[config.mk]
export PLATFORM = sky130hd
export DESIGN_NAME = mem_lsu
export DESIGN_NICKNAME = d
export VERILOG_FILES = /design/src/rtl/mem_lsu.sv
export SDC_FILE = /design/constraint.sdc
export NUM_CORES = 1
export LEC_CHECK = 0
export CORE_MARGIN = 5
export CORE_UTILIZATION = 49
export DETAILED_ROUTE_END_ITERATION = 10
export PLACE_DENSITY_LB_ADDON = 0.08
export SYNTH_ARGS = -nofsm -noshare
export SYNTH_HDL_FRONTEND = slang
export SYNTH_SLANG_ARGS = --single-unit
[constraint.sdc]
create_clock -name clk -period 4.6 [get_ports clk]
set_input_delay 0.69 -clock clk [delete_from_list [all_inputs] [get_ports clk]]
set_output_delay 0.69 -clock clk [all_outputs]
set_load 0.01 [all_outputs]
[src/rtl/mem_lsu.sv]
// Load/store unit in front of a word-wide, big-endian byte memory: handles LB/LBU/LH/LHU/LW/SB/SH/SW.
// Build option: define LSU_ALIGN_CHECK_EN to report misaligned accesses as errors instead of force-aligning them.
module mem_lsu #(
   parameter int MEMSIZE = 1024
) (
   input  logic        clk,
   input  logic        rst,
   input  logic        req_valid,
   output logic        req_ready,
   input  logic [3:0]  req_op,
   input  logic [31:0] req_addr,
   input  logic [31:0] req_wdata,
   output logic        resp_valid,
   output logic [31:0] resp_data,
   output logic        resp_err,
   output logic        mem_read,
   output logic [31:0] mem_raddr,
   input  logic [31:0] mem_rdata,
   output logic        mem_write,
   output logic [31:0] mem_waddr,
   output logic [31:0] mem_wdata
);

   localparam logic [2:0] IDLE   = 3'd0;
   localparam logic [2:0] LD     = 3'd1;
   localparam logic [2:0] RMW_RD = 3'd2;
   localparam logic [2:0] WR     = 3'd3;
   localparam logic [2:0] RESP   = 3'd4;

   localparam logic [31:0] LAST_BASE = 32'(MEMSIZE - 4);

   logic [2:0]  state_q, state_d;
   logic [3:0]  op_q, op_d;
   logic [31:0] addr_q, addr_d;
   logic [31:0] wdata_q, wdata_d;
   logic [31:0] word_q, word_d;
   logic [31:0] result_q, result_d;
   logic        err_q, err_d;

   logic        opLegal, opHalf, opWord, misaligned, outOfRange, reqErr;
   logic [31:0] reqBase, reqAddrFixed;
   logic [7:0]  loadByte;
   logic [15:0] loadHalf;
   logic [31:0] loadValue, mergedWord, base;

   always_comb begin
      opLegal = 1'b0;
      case (req_op)
         4'b0000, 4'b0001, 4'b0011, 4'b0100,
         4'b0101, 4'b1000, 4'b1001, 4'b1011: opLegal = 1'b1;
         default:                            opLegal = 1'b0;
      endcase
   end

   assign opHalf     = (req_op[1:0] == 2'b01);
   assign opWord     = (req_op[1:0] == 2'b11);
   assign misaligned = (opHalf & req_addr[0]) | (opWord & (|req_addr[1:0]));
   assign reqBase    = {req_addr[31:2], 2'b00};
   assign outOfRange = (reqBase > LAST_BASE);

`ifdef LSU_ALIGN_CHECK_EN
   assign reqErr       = ~opLegal | misaligned | outOfRange;
   assign reqAddrFixed = req_addr;
`else
   // Misalignment is not an error here: the low address bits are dropped to the natural boundary.
   assign reqErr       = ~opLegal | outOfRange;
   assign reqAddrFixed = opWord ? reqBase :
                         opHalf ? {req_addr[31:1], 1'b0} : req_addr;
`endif

   assign base = {addr_q[31:2], 2'b00};

   always_comb begin
      loadByte = 8'h00;
      case (addr_q[1:0])
         2'd0:    loadByte = mem_rdata[31:24];
         2'd1:    loadByte = mem_rdata[23:16];
         2'd2:    loadByte = mem_rdata[15:8];
         default: loadByte = mem_rdata[7:0];
      endcase
   end

   assign loadHalf = addr_q[1] ? mem_rdata[15:0] : mem_rdata[31:16];

   // op_q[2] marks the unsigned loads; op_q[1:0] gives the access size.
   always_comb begin
      loadValue = mem_rdata;
      case (op_q[1:0])
         2'b00:   loadValue = op_q[2] ? {24'h0, loadByte} : {{24{loadByte[7]}}, loadByte};
         2'b01:   loadValue = op_q[2] ? {16'h0, loadHalf} : {{16{loadHalf[15]}}, loadHalf};
         default: loadValue = mem_rdata;
      endcase
   end

   always_comb begin
      mergedWord = mem_rdata;
      if (op_q[1:0] == 2'b01) begin
         if (addr_q[1]) mergedWord = {mem_rdata[31:16], wdata_q[15:0]};
         else           mergedWord = {wdata_q[15:0], mem_rdata[15:0]};
      end else begin
         case (addr_q[1:0])
            2'd0:    mergedWord = {wdata_q[7:0], mem_rdata[23:0]};
            2'd1:    mergedWord = {mem_rdata[31:24], wdata_q[7:0], mem_rdata[15:0]};
            2'd2:    mergedWord = {mem_rdata[31:16], wdata_q[7:0], mem_rdata[7:0]};
            default: mergedWord = {mem_rdata[31:8], wdata_q[7:0]};
         endcase
      end
   end

   // Erroneous requests skip straight to RESP so the memory never sees a strobe for them.
   always_comb begin
      state_d  = state_q;
      op_d     = op_q;
      addr_d   = addr_q;
      wdata_d  = wdata_q;
      word_d   = word_q;
      result_d = result_q;
      err_d    = err_q;
      case (state_q)
         IDLE: begin
            if (req_valid) begin
               op_d     = req_op;
               addr_d   = reqAddrFixed;
               wdata_d  = req_wdata;
               result_d = 32'h0;
               err_d    = reqErr;
               if (reqErr)          state_d = RESP;
               else if (!req_op[3]) state_d = LD;
               else if (opWord)     state_d = WR;
               else                 state_d = RMW_RD;
            end
         end
         LD: begin
            result_d = loadValue;
            state_d  = RESP;
         end
         RMW_RD: begin
            word_d  = mergedWord;
            state_d = WR;
         end
         WR:      state_d = RESP;
         RESP:    state_d = IDLE;
         default: state_d = IDLE;
      endcase
   end

   always_ff @(posedge clk) begin
      if (rst) begin
         state_q  <= IDLE;
         op_q     <= 4'h0;
         addr_q   <= 32'h0;
         wdata_q  <= 32'h0;
         word_q   <= 32'h0;
         result_q <= 32'h0;
         err_q    <= 1'b0;
      end else begin
         state_q  <= state_d;
         op_q     <= op_d;
         addr_q   <= addr_d;
         wdata_q  <= wdata_d;
         word_q   <= word_d;
         result_q <= result_d;
         err_q    <= err_d;
      end
   end

   assign req_ready  = (state_q == IDLE);
   assign resp_valid = (state_q == RESP);
   assign resp_data  = resp_valid ? result_q : 32'h0;
   assign resp_err   = resp_valid & err_q;

   assign mem_read   = (state_q == LD) || (state_q == RMW_RD);
   assign mem_raddr  = mem_read ? base : 32'h0;
   assign mem_write  = (state_q == WR);
   assign mem_waddr  = mem_write ? base : 32'h0;
   assign mem_wdata  = !mem_write ? 32'h0 :
                       (op_q[1:0] == 2'b11) ? wdata_q : word_q;

endmodule

==> impl_metrics.env <==
export IMPL_p_leak_nw=3.33
export IMPL_arrival_ns=2.84
export IMPL_rsz0062_at_grt="false"
export IMPL_fin_crit_sh_pct=76.8
export IMPL_die_area_sq_um=16100
export IMPL_placementRows=42
export IMPL_cts_sinks=135
export IMPL_worst_slew_pin_slew_ns=1.04
export IMPL_grt_usage_pct=26.6
export IMPL_avgSynthCellArea_sq_um=7.60
export IMPL_hp_class="reg -> reg"
export IMPL_period_needed_ns=3.53
export IMPL_r2r_start="addr_q[1]"
export IMPL_clockBufferDepth=2
export IMPL_mostFrequentLayoutCells="clkdlybuf4s50_1, nand2_1, dfxtp_1"
export IMPL_core_area_sq_um=13300
export IMPL_slew_headroom_pct=30.4
export IMPL_clockRootBuffer="clkbuf_16"
export IMPL_crit_type="reg -> out"
export IMPL_cts_resized=0
export IMPL_start_util_pct=50.3
export IMPL_clock_skew_ns=0.00661
export IMPL_max_cap_violations=0
export IMPL_tns_ns=0
export IMPL_port_buffer_count=231
export IMPL_yosysSeqAreaShare_pct=40.4
export IMPL_yosysWarnings=0
export IMPL_netlist_instances=880
export IMPL_layout_commonest_cell="clkdlybuf4s50_1"
export IMPL_hpwlAfterDp_mm=15.9
export IMPL_syn_area_sq_um=6680
export IMPL_nets=1172
export IMPL_synth_cell_type_count=40
export IMPL_grt_max_degree=73
export IMPL_critPathLaunchType="flip-flop"
export IMPL_postCtsSetupBuffers=0
export IMPL_drc=0
export IMPL_n_fill_cell=1117
export IMPL_cts_tree="done"
export IMPL_vias=6924
export IMPL_num_io_pins=236
export IMPL_first_iter_violations=680
export IMPL_via_per_inst=5.51
export IMPL_wl_mm=22.0
export IMPL_final_core_util_pct=72.2
export IMPL_wl_per_cell_um=17.5
export IMPL_dieHeight_um=127
export IMPL_status="finished, final reports clean"
export IMPL_antenna_found_initial=0
export IMPL_slew_viol_final=0
export IMPL_area_growth_pct=43.5
export IMPL_worstPathRequired_ns=3.91
export IMPL_fp_dieW_um=127
export IMPL_firstDrtPassIters=5
export IMPL_crit_start="op_q[0]"
export IMPL_setup_viol=0
export IMPL_diodes=0
export IMPL_worstHoldStart="result_q[1]"
export IMPL_path_clk_slew_ns=0.05
export IMPL_ant_nets=0
export IMPL_peakVddDrop_uv=260
export IMPL_ctsHoldBuffers=0
export IMPL_powerDensity_nw_per_um2=304
export IMPL_end_kind="output port"
export IMPL_cp_max_fo=32
export IMPL_worstSkewPairLatency_ns=0.42
export IMPL_yosys_register_bits=135
export IMPL_overflow=0
export IMPL_numCtsBuffers=17
export IMPL_htreeDepth=4
export IMPL_drive_gt1_share_pct=4.81
export IMPL_max_freq_mhz=283
export IMPL_hold_violations=0
export IMPL_place_gp_congestion=0.959
export IMPL_grt_pass1_wl_mm=34.7
export IMPL_grt_pass1_vias=6660
metal layers:
metal  routed length, um  share of wire (%)  vias to the layer above  GRT usage [%]
met2               10100                 46                      319           42.2
li1                    -                  -                     3387              -
met4                 613                2.8                        0           10.4
met5                   0                  0                        -              0
met1                9470                 43                     3172           34.5
met3                1830                8.3                       46           7.27
kinds of logic (layout without fill, tap and decap cells):
group	after synthesis	count (layout)	share of synthesized area, %
flops	135	135	40.4
mux	32	32	4.79
simple gates	393	393	27.3
other cells	1	4	0.0561
buf+inv	82	280	5.22
compound gates	237	237	22.2
worst paths after layout:
| path | end | slack (ns) | depth (start not counted) |
|---|---|---|---|
| max | mem_wdata[10] | 1.07 | 6 |
| min | result_q[1] | 0.45 | 2 |
| max reg2reg | result_q[31] | 2.03 | 5 |
| min reg2reg | result_q[1] | 0.45 | 2 |
cell usage after synthesis, drive strengths merged:
master / number / area share [%]
clkinv: 1 / 0.056
o21a: 1 / 0.11
a221o: 16 / 2.4
mux2i: 32 / 4.8
or3: 2 / 0.26
o311a: 1 / 0.15
o221ai: 23 / 3.0
clkbuf: 53 / 3.0
nor3: 3 / 0.22
nor3b: 2 / 0.39
nand2b: 5 / 0.47
dfxtp: 135 / 40
o22ai: 1 / 0.094
nor2: 40 / 2.2
conb: 1 / 0.056
or2: 1 / 0.094
buf: 23 / 1.9
a31o: 1 / 0.13
nand3: 3 / 0.22
nand2: 224 / 13
nor2b: 34 / 3.2
nand3b: 10 / 1.1
o2bb2ai: 9 / 1.2
nor4: 5 / 0.47
a2111oi: 1 / 0.41
o21ai: 29 / 2.3
o32ai: 1 / 0.13
a21o: 1 / 0.11
a211oi: 17 / 1.9
a21oi: 134 / 10
a41o: 1 / 0.15
and2: 64 / 6.0
o41ai: 1 / 0.13
inv: 5 / 0.28
state kept, by name, indices dropped and copies added (netlist names):
name / cells
addr_q: 32
result_q: 32
wdata_q: 32
word_q: 32
op_q: 3
state_q: 3
err_q: 1
worst max-delay path: stages, from the launching register on:
cell	delay, ns
dfxtp_1	0.67
inv_1	0.30
nor2_2	0.15
buf_4	0.35
nand2_1	0.10
a21oi_1	0.26
clkdlybuf4s50_1	0.60
power breakdown:
group	switching [W]	internal, W
sequential	0.0000372	0.00121
clock	0.000484	0.000873
combinational	0.000169	0.000143
final cells by class:
cell class	count	area, sq um	area share (%)
Tap cell	176	220	2.30
Inverter	6	22.5	0.235
Sequential cell	135	2700	28.2
Timing Repair Buffer	243	2400	25.0
Clock inverter	9	125	1.30
Clock buffer	22	464	4.84
Multi-Input combinational cell	666	3660	38.1
metrics by stage:
step                area [sq um]  total power [W]  setup slack [ns]  hold slack (ns)  std cells
global placement            9000          0.00157              1.60            0.435       1226
floorplan                   6700          0.00142              2.55            0.424        883
finish                      9590          0.00291              1.07            0.445       1257
global route                9590          0.00301             0.933            0.461       1257
detailed placement          9000          0.00157              1.56            0.442       1226
CTS                         9590          0.00292              1.10            0.449       1257
(Power assumes the default switching activity.)
